<file path="config.mk">
export PLATFORM = sky130hd
export DESIGN_NAME = stream_source
export DESIGN_NICKNAME = d
export VERILOG_FILES = /design/src/rtl/stream_source.sv
export SDC_FILE = /design/constraint.sdc
export NUM_CORES = 1
export LEC_CHECK = 0
export ABC_CLOCK_PERIOD_IN_PS = 4450
export CAP_MARGIN = 15
export CORE_AREA = 2 2 92 94
export DETAILED_ROUTE_END_ITERATION = 12
export DIE_AREA = 0 0 94 96
export PLACE_DENSITY = 0.82
export REMOVE_ABC_BUFFERS = 1
export SYNTH_ARGS = -nofsm -noshare
export SYNTH_HDL_FRONTEND = slang
export SYNTH_SLANG_ARGS = --single-unit
</file>
<file path="constraint.sdc">
create_clock -name clk -period 4.45 [get_ports clk]
set_clock_uncertainty 0.05 [all_clocks]
set_input_delay 1.1125 -clock clk [delete_from_list [all_inputs] [get_ports clk]]
set_output_delay 1.1125 -clock clk [all_outputs]
set_load 0.005 [all_outputs]
</file>
<file path="src/rtl/stream_source.sv">
// rtl/stream_source.sv - programmable burst traffic generator driving a valid/ready byte stream
module stream_source #(
  parameter int unsigned LEN_W     = 16,
  parameter int unsigned GAP_W     = 4,
  parameter logic [7:0]  LFSR_TAPS = 8'hB8
) (
  input  logic             clk,
  input  logic             reset_n,
  input  logic             cfg_start,
  input  logic [LEN_W-1:0] cfg_length,
  input  logic [7:0]       cfg_seed,
  input  logic             cfg_mode,
  input  logic [GAP_W-1:0] cfg_gap,
  output logic             busy,
  output logic             done,
  input  logic             stream_out_ready,
  output logic             stream_out_valid,
  output logic [7:0]       stream_out_data,
  output logic [63:0]      stream_out_data_wide
);

  typedef enum logic [1:0] {ST_IDLE, ST_SEND, ST_GAP} state_e;

  state_e           state_q, state_d;
  logic             valid_q, valid_d;
  logic             busy_q, busy_d;
  logic             done_q, done_d;
  logic [7:0]       data_q, data_d;
  logic [LEN_W-1:0] idx_q, idx_d;
  logic [LEN_W-1:0] len_q, len_d;
  logic             mode_q, mode_d;
  logic [GAP_W-1:0] gap_q, gap_d;
  logic [GAP_W-1:0] gap_cnt_q, gap_cnt_d;
  logic [7:0]       next_data;
  logic             accept;

  assign accept = valid_q & stream_out_ready;

  always_comb begin
    if (mode_q) begin
      next_data = {1'b0, data_q[7:1]} ^ (data_q[0] ? LFSR_TAPS : 8'h00);
    end else begin
      next_data = data_q + 8'd1;
    end
  end

  always_comb begin
    state_d   = state_q;
    valid_d   = valid_q;
    busy_d    = busy_q;
    done_d    = 1'b0;
    data_d    = data_q;
    idx_d     = idx_q;
    len_d     = len_q;
    mode_d    = mode_q;
    gap_d     = gap_q;
    gap_cnt_d = gap_cnt_q;
    case (state_q)
      ST_IDLE: begin
        if (cfg_start) begin
          if (cfg_length != '0) begin
            state_d = ST_SEND;
            valid_d = 1'b1;
            busy_d  = 1'b1;
            idx_d   = '0;
            len_d   = cfg_length;
            mode_d  = cfg_mode;
            gap_d   = cfg_gap;
            // An all-zero LFSR state would lock up, so it is nudged to 1
            data_d  = (cfg_mode && cfg_seed == 8'h00) ? 8'h01 : cfg_seed;
          end else begin
            done_d = 1'b1;
          end
        end
      end
      ST_SEND: begin
        if (accept) begin
          if (idx_q == len_q - LEN_W'(1)) begin
            state_d = ST_IDLE;
            valid_d = 1'b0;
            busy_d  = 1'b0;
            done_d  = 1'b1;
          end else begin
            idx_d  = idx_q + LEN_W'(1);
            data_d = next_data;
            if (gap_q != '0) begin
              state_d   = ST_GAP;
              valid_d   = 1'b0;
              gap_cnt_d = gap_q;
            end
          end
        end
      end
      ST_GAP: begin
        if (gap_cnt_q <= GAP_W'(1)) begin
          state_d = ST_SEND;
          valid_d = 1'b1;
        end else begin
          gap_cnt_d = gap_cnt_q - GAP_W'(1);
        end
      end
      default: begin
        state_d = ST_IDLE;
        valid_d = 1'b0;
        busy_d  = 1'b0;
      end
    endcase
  end

  always_ff @(posedge clk) begin
    if (!reset_n) begin
      state_q   <= ST_IDLE;
      valid_q   <= 1'b0;
      busy_q    <= 1'b0;
      done_q    <= 1'b0;
      data_q    <= 8'h00;
      idx_q     <= '0;
      len_q     <= '0;
      mode_q    <= 1'b0;
      gap_q     <= '0;
      gap_cnt_q <= '0;
    end else begin
      state_q   <= state_d;
      valid_q   <= valid_d;
      busy_q    <= busy_d;
      done_q    <= done_d;
      data_q    <= data_d;
      idx_q     <= idx_d;
      len_q     <= len_d;
      mode_q    <= mode_d;
      gap_q     <= gap_d;
      gap_cnt_q <= gap_cnt_d;
    end
  end

  assign busy                 = busy_q;
  assign done                 = done_q;
  assign stream_out_valid     = valid_q;
  assign stream_out_data      = data_q;
  assign stream_out_data_wide = {16'(idx_q), 40'h0, data_q};

endmodule
</file>
==> flow_metrics.tcl, run 1 <==
set metrics [dict create \
    outcome "finished, final reports clean" \
    grt_pass1_vias 3082 \
    htree_levels 2 \
    antenna_cells 0 \
    final_nets 548 \
    cts_tree "yes" \
    dieArea_um2 9020 \
    hold_violations 0 \
    initial_utilization 0.475 \
    routedWlPerCell_um 14.3 \
    antenna_found_initial 0 \
    power.density_nw_per_um2 281 \
    layout-drive-gt1-share 0.0900 \
    clock.fmax_ghz 0.275 \
    cp.arrival_ns 3.84 \
    whs_ns 0.476 \
    grt_first_pass_wirelength_mm 14.6 \
    synth_edf_count 0 \
    rsz0062_at_grt "no" \
    grt_usage 0.200 \
    finalCritPeriodShare 0.817 \
    avgSynthCellArea_um2 8.14 \
    setup_viol 0 \
    ys_async_sr_fraction 0 \
    top_usage_layer "met2" \
    clock_sinks 53 \
    cts-buffers-inserted 5 \
    ios 108 \
    clkLatencyLatePin_ns 0.31 \
    path_class "flip-flop to flip-flop" \
    gp_congestion 0.807 \
    hpwlAfterDp_mm 6.58 \
    ctsHoldBuffers 0 \
    reg2reg_depth 11 \
    timing.rr.end "idx_q[0]" \
    viasPerCell 5.56 \
    regToRegSetupSlack_ns 0.81 \
    slew_viol_final 0 \
    die_y_um 96 \
    grt_max_degree 35 \
    ys.flop_type "dfxtp_1" \
    path_clk_slew_ns 0.10 \
    grtUsageMet3 0.0211 \
    drv_cap 0 \
    cts_resized 0 \
    setup_tns_ns 0 \
    drtAntennaViolNets 0 \
    vias 3425 \
    p_leak_nw 1.76 \
    synth_seq_area_share 0.277 \
    die_w_um 94 \
    fin_crit_ns 3.64 \
    relSlewSlack 0.443 \
    fin_util 0.546 \
    drt-total-wl_mm 8.83 \
    drt_pass1_iterations 5 \
    tightest_slew_ns 0.832 \
    stdcell_count 616 \
    worst-path-max-fanout 23 \
    worstPathRequired_ns 4.66 \
    hold_class "flip-flop to flip-flop" \
    synth_cell_types 72 \
    portBuffers 67 \
    final_cell_area_um2 4400 \
    vdd_ir_drop_max_mv 0.201 \
    coreArea_um2 8050 \
    drtIter0Drc 247 \
    dp.cells 608 \
    crit_end "idx_q[0]" \
    yosys_warnings 0 \
    syn2layout_area_growth_pct 14.9 \
    cp-startpoint "len_q[0]" \
    postPlaceCellArea_um2 4310 \
    cts-root-buf "clkbuf_8" \
    r2r-start "len_q[0]" \
    syn_area_um2 3830 \
    netlist_instances 470 \
    start_kind "flip-flop" \
    rows 33 \
    cts.path.max_buffers 2 \
    ys_ff_latch 53 \
    grt_use_met1 0.257 \
    use_met2 0.346 \
    drc_errors 0 \
    critPathCaptureType "flip-flop" \
    overflow 0 \
    cts_setup_buffers 0 \
]
per-stage QoR:
step                      power (mW)  worst slack (ns)
after floorplan                0.812             0.517
after global routing            1.31             0.413
after CTS                       1.24             0.859
final                           1.24             0.813
after detailed placement       0.962             0.727
after global placement         0.949             0.814
critical path: stages, from the launching register on:
cell and delay, ns:
dfxtp_1 0.50, inv_1 0.08, ha_1 0.33, o21ba_2 0.25, a221o_2 0.37, a2111oi_1 0.42, o2111ai_1 0.17, o31ai_1 0.52
a21oi_2 0.23, buf_4 0.27, mux2_2 0.29, nor2_1 0.09
cell families (layout without fill, tap and decap cells):
group | after synthesis | after routing | share of synthesized area
adders and majority gates | 5 | 5 | 0.0163
AOI/OAI and AO/OA | 82 | 82 | 0.161
and+or+nand+nor | 178 | 178 | 0.249
xor gates and xnor gates | 27 | 27 | 0.0654
DFF | 53 | 53 | 0.277
other | 1 | 40 | 0.000980
muxes | 31 | 31 | 0.0814
buffers and inverters | 93 | 95 | 0.149
power breakdown:
group | internal (mW) | switching, mW | total, mW
logic | 0.200 | 0.193 | 0.393
registers | 0.505 | 0.0571 | 0.562
clock network | 0.112 | 0.169 | 0.281
worst min-delay path by stage:
| stage | start | end | cells past startpoint | slack, ns |
|---|---|---|---|---|
| after global routing | gap_cnt_q[1] | gap_cnt_q[1] | 1 | 0.49 |
| final | gap_cnt_q[1] | gap_cnt_q[1] | 1 | 0.48 |
| after floorplan | gap_q[2] | gap_q[2] | 2 | 0.43 |
| after global placement | gap_q[2] | gap_q[2] | 2 | 0.45 |
| after CTS | gap_cnt_q[1] | gap_cnt_q[1] | 1 | 0.48 |
| after detailed placement | gap_cnt_q[1] | gap_cnt_q[1] | 1 | 0.46 |
state kept, by name (all words and copies together), names as in the netlist, 2 cells and up:
name	cells
state_q	2
idx_q	16
gap_cnt_q	4
len_q	16
stream_out_data	8
gap_q	4
per-layer routing:
layer,vias up,share of wire,wire length (um)
met2,135,0.50,4430
li1,1667,-,-
met1,1612,0.43,3790
met4,0,0.011,96
met5,-,0,0
met3,11,0.058,511
cell usage after synthesis (6+ instances only):
cell type	count	area, um2
nand4_1	11	68.8
a21oi_1	20	100
clkbuf_1	22	82.6
o21ai_0	10	50.1
dfxtp_1	53	1060
xnor2_1	13	114
nor2_1	56	210
nor4_1	6	37.5
nand3_1	13	65.1
xor2_1	13	114
buf_4	48	360
nand2_1	27	101
a211oi_1	9	67.6
and3_1	8	50.1
inv_1	13	48.8
mux2i_1	30	300
nor3_1	12	60.1
or2_2	6	37.5
layout make-up:
type / instances / area (um2)
clock inverters: 3 / 21.3
multi-input cells: 363 / 2350
fillers: 720 / 3650
flip-flops and latches: 53 / 1060
clock buffers: 5 / 68.8
well taps: 105 / 131
repair buffers: 73 / 716
inverters: 14 / 52.6
placed cells by master (no fill, tap or decap), types with 3 or more instances in the layout:
cell type,instances
nor2b_1,3
and2_1,4
nand4_1,11
dfxtp_1,53
nand3_1,13
inv_1,13
mux2i_1,30
ha_1,5
xnor2_1,13
and3_1,8
a211oi_1,9
a41o_1,3
clkbuf_8,5
conb_1,40
a21oi_1,19
xor2_1,13
a31o_2,5
nand2_1,27
buf_4,6
or2_2,6
nor3_1,12
nor4b_1,4
nor2_1,55
a311o_1,3
nand2b_1,5
nor4_1,6
a31oi_1,5
o21ai_0,10
clkdlybuf4s50_1,67
o211ai_1,3
Power figures use the tool's default switching activity.
==> run 2, diff against run 1 <==
- ABC_CLOCK_PERIOD_IN_PS: 4450 -> 3490
- clock period: 4.45 -> 3.49 ns (I/O delays scaled with it)
==> run 2 against run 1 <==
  * Wire length grew 2.7%
  * Clock-buffer cell count grew 1
  * Sequential share of layout area shrank 0.55 points
  * Cell area grew 2.3%
  * Setup slack lost 0.59 ns
  * Cell count grew 1.3%
  * Total power grew 36%
  * Flip-flop and latch count is the same
  * Die area is the same
  * Core utilization grew 1.3 points
==> flow_metrics.tcl, run 2 (same netlist as run 1, synthesis figures left out) <==
set metrics [dict create \
    worst-path-max-fanout 6 \
    mostFrequentLayoutCells "clkdlybuf4s50_1 (67), nor2_1 (55), dfxtp_1 (53)" \
    p_leak_nw 1.82 \
    path_class "flip-flop to flip-flop" \
    ios 108 \
    drc_errors 0 \
    drt-total-wl_mm 9.07 \
    fin_util 0.559 \
    grt_max_degree 20 \
    portBuffers 67 \
    cts.path.max_buffers 2 \
    pre_cts_ws_ns 0.246 \
    grt_pass1_vias 3205 \
    drtAntennaViolNets 0 \
    power_mw 1.68 \
    vdd_ir_drop_max_mv 0.216 \
    hold_violations 0 \
    grt_first_pass_wirelength_mm 14.8 \
    gp_congestion 0.901 \
    hold_class "flip-flop to flip-flop" \
    antenna_cells 0 \
    path_clk_slew_ns 0.10 \
    setup_viol 0 \
    antenna_found_initial 0 \
    clkLatencyLatePin_ns 0.31 \
    cts_setup_buffers 0 \
    cts-root-buf "clkbuf_8" \
    fin_crit_ns 3.27 \
    die_y_um 96 \
    finalCritPeriodShare 0.937 \
    final_nets 556 \
    layout_commonest_cell "clkdlybuf4s50_1" \
    cp.arrival_ns 3.42 \
    relSlewSlack 0.501 \
    drtIter0Drc 272 \
    layout-drive-gt1-share 0.104 \
    slew_viol_final 0 \
    dieArea_um2 9020 \
    rows 33 \
    cts_resized 0 \
    cts_tree "yes" \
    syn2layout_area_growth_pct 17.6 \
    die_w_um 94 \
    seqCellArea_um2 1060 \
    viasPerCell 5.56 \
    whs_ns 0.480 \
    vias 3468 \
    setup_slack_ns 0.220 \
    fill_cells 710 \
    critPathCaptureType "flip-flop" \
    drv_cap 0 \
    rsz0062_at_grt "no" \
    routedWlPerCell_um 14.5 \
    grt_usage 0.202 \
    start_kind "flip-flop" \
    htree_levels 2 \
    multiInputGateArea_um2 2350 \
    overflow 0 \
    ctsHoldBuffers 0 \
    power.density_nw_per_um2 374 \
    cts-buffers-inserted 5 \
    clock_sinks 53 \
    coreArea_um2 8050 \
    hpwlAfterDp_mm 6.93 \
    worstPathRequired_ns 3.64 \
    drt_pass1_iterations 5 \
    initial_utilization 0.475 \
    clock.fmax_ghz 0.306 \
    tightest_slew_ns 0.747 \
    outcome "finished, final reports clean" \
]
-- run 2: cell types whose count changed in the layout (fill, tap and decap cells not counted) --
| cell | delta |
|---|---|
| inv_6 | -1 |
| clkbuf_8 | +1 |
| bufinv_16 | +1 |
| buf_12 | +1 |
| clkinv_2 | -1 |
| buf_4 | +7 |
-- run 2: worst paths after layout --
path,start,to,slack [ns],cells after the start
max,len_q[1],gap_cnt_q[3],0.22,10
min,gap_q[3],gap_q[3],0.48,2
max reg2reg,len_q[1],gap_cnt_q[3],0.22,10
min reg2reg,gap_q[3],gap_q[3],0.48,2
-- run 2: report_power, final --
part	internal, mW	switching (mW)
Combinational	0.272	0.253
Clock	0.234	0.210
Sequential	0.644	0.0706
Total	1.15	0.533
-- run 2: per-layer routing --
layer | track usage | wire [um] | vias to the layer above | part of all wire
li1 | - | - | 1677 | -
met1 | 0.249 | 3850 | 1638 | 0.42
met2 | 0.362 | 4570 | 139 | 0.50
met3 | 0.0290 | 505 | 14 | 0.056
met4 | 0.0676 | 144 | 0 | 0.016
met5 | 0 | 0 | - | 0
-- run 2: worst max-delay path: stages, from the launching register on --
cell       delay (ns)
dfxtp_1          0.36
inv_1            0.05
ha_1             0.25
o21ba_2          0.22
a221o_2          0.37
a2111oi_1        0.50
nand3_1          0.12
or4_1            0.60
a41oi_4          0.28
a21oi_1          0.06
o31a_1           0.30
-- run 2: cell type report --
class                           count  area share
Multi-Input combinational cell    363       0.522
Sequential cell                    53       0.236
Timing Repair Buffer               81       0.175
Clock buffer                        6      0.0183
Inverter                           14      0.0117
Tap cell                          105      0.0292
Clock inverter                      2     0.00834
-- run 2: through the flow --
stage	instances	cell area (um2)	setup TNS, ns
2_1_floorplan	430	3460	-2.19
3_3_place_gp	616	4380	0
3_5_place_dp	616	4380	0
4_1_cts	624	4500	0
5_1_grt	624	4500	0
6_report	624	4500	0
==> run 3, diff against run 2 <==
- ABC_CLOCK_PERIOD_IN_PS: 3490 -> 3550
- clock period: 3.49 -> 3.55 ns (I/O delays scaled with it)
==> run 3 against run 2 <==
  * Sequential power fell by 2%
  * Setup slack improved by 0.039 ns
  * Total power fell by 2.5%
  * Cell area fell by 0.53%
  * Clock power fell by 3%
  * Non-clock buffer count fell by 1
  * Flip-flop and latch count did not move
  * Via count fell by 0.61%
  * First-iteration DRC count fell by 19%
  * Critical endpoint unchanged
==> flow_metrics.tcl, run 3 (same netlist as run 1, synthesis figures left out) <==
set metrics [dict create \
    outcome "finished, final reports clean" \
    critPathCaptureType "flip-flop" \
    cts-root-buf "clkbuf_8" \
    setup_viol 0 \
    vias 3447 \
    pre_cts_ws_ns 0.312 \
    drt-total-wl_mm 9.09 \
    cp-startpoint "len_q[0]" \
    dieArea_um2 9020 \
    clock_sinks 53 \
    initial_utilization 0.475 \
    p_leak_nw 1.81 \
    rows 33 \
    tightest_slew_ns 0.723 \
    slew_viol_final 0 \
    hpwlAfterDp_mm 6.98 \
    portBuffers 67 \
    relSlewSlack 0.517 \
    antenna_cells 0 \
    final_nets 555 \
    r2r-start "len_q[0]" \
    vdd_ir_drop_max_mv 0.217 \
    syn2layout_area_growth_pct 17.0 \
    ctsHoldBuffers 0 \
    reg2reg_depth 10 \
    regToRegSetupSlack_ns 0.26 \
    fin_util 0.556 \
    path_class "flip-flop to flip-flop" \
    crit_end "gap_cnt_q[3]" \
    cts_setup_buffers 0 \
    die_y_um 96 \
    rsz0062_at_grt "no" \
    die_w_um 94 \
    coreArea_um2 8050 \
    clock.fmax_ghz 0.304 \
    p_comb_frac 0.310 \
    layout-drive-gt1-share 0.100 \
    clkPwrFrac 0.262 \
    p_seq_frac 0.428 \
    cts.path.max_buffers 2 \
    hold_class "flip-flop to flip-flop" \
    swShare 0.315 \
    mostFrequentLayoutCells "clkdlybuf4s50_1 (67), nor2_1 (55), dfxtp_1 (53)" \
    grt_max_degree 20 \
    ios 108 \
    antenna_found_initial 0 \
    grt_pass1_vias 3196 \
    path_clk_slew_ns 0.10 \
    fill_cells 711 \
    p_switching_mw 0.517 \
    setup_tns_ns 0 \
    start_kind "flip-flop" \
    cts_tree "yes" \
    setup_slack_ns 0.259 \
    stdcell_count 623 \
    worstPathRequired_ns 3.70 \
    dp.cells 615 \
    p_int_mw 1.12 \
    layout_commonest_cell "clkdlybuf4s50_1" \
    finalCritPeriodShare 0.927 \
    drc_errors 0 \
    fin_crit_ns 3.29 \
    overflow 0 \
    viasPerCell 5.53 \
    worst-path-max-fanout 10 \
    htree_levels 2 \
    grt_first_pass_wirelength_mm 14.7 \
    power.density_nw_per_um2 367 \
    gp_congestion 0.885 \
    drv_cap 0 \
    cts_resized 0 \
    routedWlPerCell_um 14.6 \
    cp.arrival_ns 3.44 \
    drtAntennaViolNets 0 \
    hold_violations 0 \
    drt_pass1_iterations 4 \
    grt_usage 0.200 \
    timing.rr.end "gap_cnt_q[3]" \
    drtIter0Drc 221 \
    clkLatencyLatePin_ns 0.31 \
    cts-buffers-inserted 5 \
]
## run 3: cell types whose count changed in the layout (fill, tap and decap cells not counted)
cell,change
clkinvlp_4,-1
buf_12,-1
clkbuf_1,+1
## run 3: metrics by stage
step	hold WS, ns	cell area, um2	power, mW
6_report	0.478	4480	1.64
5_1_grt	0.501	4480	1.73
4_1_cts	0.481	4480	1.64
3_5_place_dp	0.462	4360	1.22
3_3_place_gp	0.455	4360	1.20
2_1_floorplan	0.425	3460	1.02
## run 3: power by group through the flow
stage          clock [mW]  combinational [mW]  sequential (mW)
2_1_floorplan           0               0.316            0.702
3_3_place_gp            0               0.490            0.713
3_5_place_dp            0               0.505            0.715
4_1_cts             0.434               0.508            0.702
5_1_grt             0.460               0.561            0.711
6_report            0.431               0.509            0.702
## run 3: layer usage
layer,track usage,part of all wire
met3,0.0337,0.050
met2,0.366,0.51
met5,0,0
met4,0.0604,0.012
met1,0.240,0.43
## run 3: cell type report
class | instances | area [um2] | share of cell area
multi-input combinational | 363 | 2350 | 0.524
inverter | 14 | 52.6 | 0.0117
tap | 105 | 131 | 0.0293
clock buffer | 7 | 86.3 | 0.0193
clock inverter | 1 | 30.0 | 0.00671
sequential | 53 | 1060 | 0.237
timing repair buffer | 80 | 768 | 0.172
## run 3: critical path, cell delays in order (launching register included)
cell and delay, ns:
dfxtp_1 0.34, inv_1 0.05, ha_1 0.31, o21ba_2 0.25
a221o_2 0.37, a2111oi_1 0.46, nand3_1 0.12, or4_1 0.59
a41oi_4 0.27, a21oi_1 0.07, o31a_1 0.30
## run 3: worst min path at each step
stage                     slack [ns]    startpoint            to  depth (start not counted)
final                           0.48     idx_q[10]     idx_q[10]                          2
after global routing            0.50      idx_q[3]      idx_q[3]                          2
after CTS                       0.48     idx_q[10]     idx_q[10]                          2
after detailed placement        0.46  gap_cnt_q[1]  gap_cnt_q[1]                          1
after global placement          0.46      gap_q[1]      gap_q[1]                          2
after floorplan                 0.43      gap_q[2]      gap_q[2]                          2
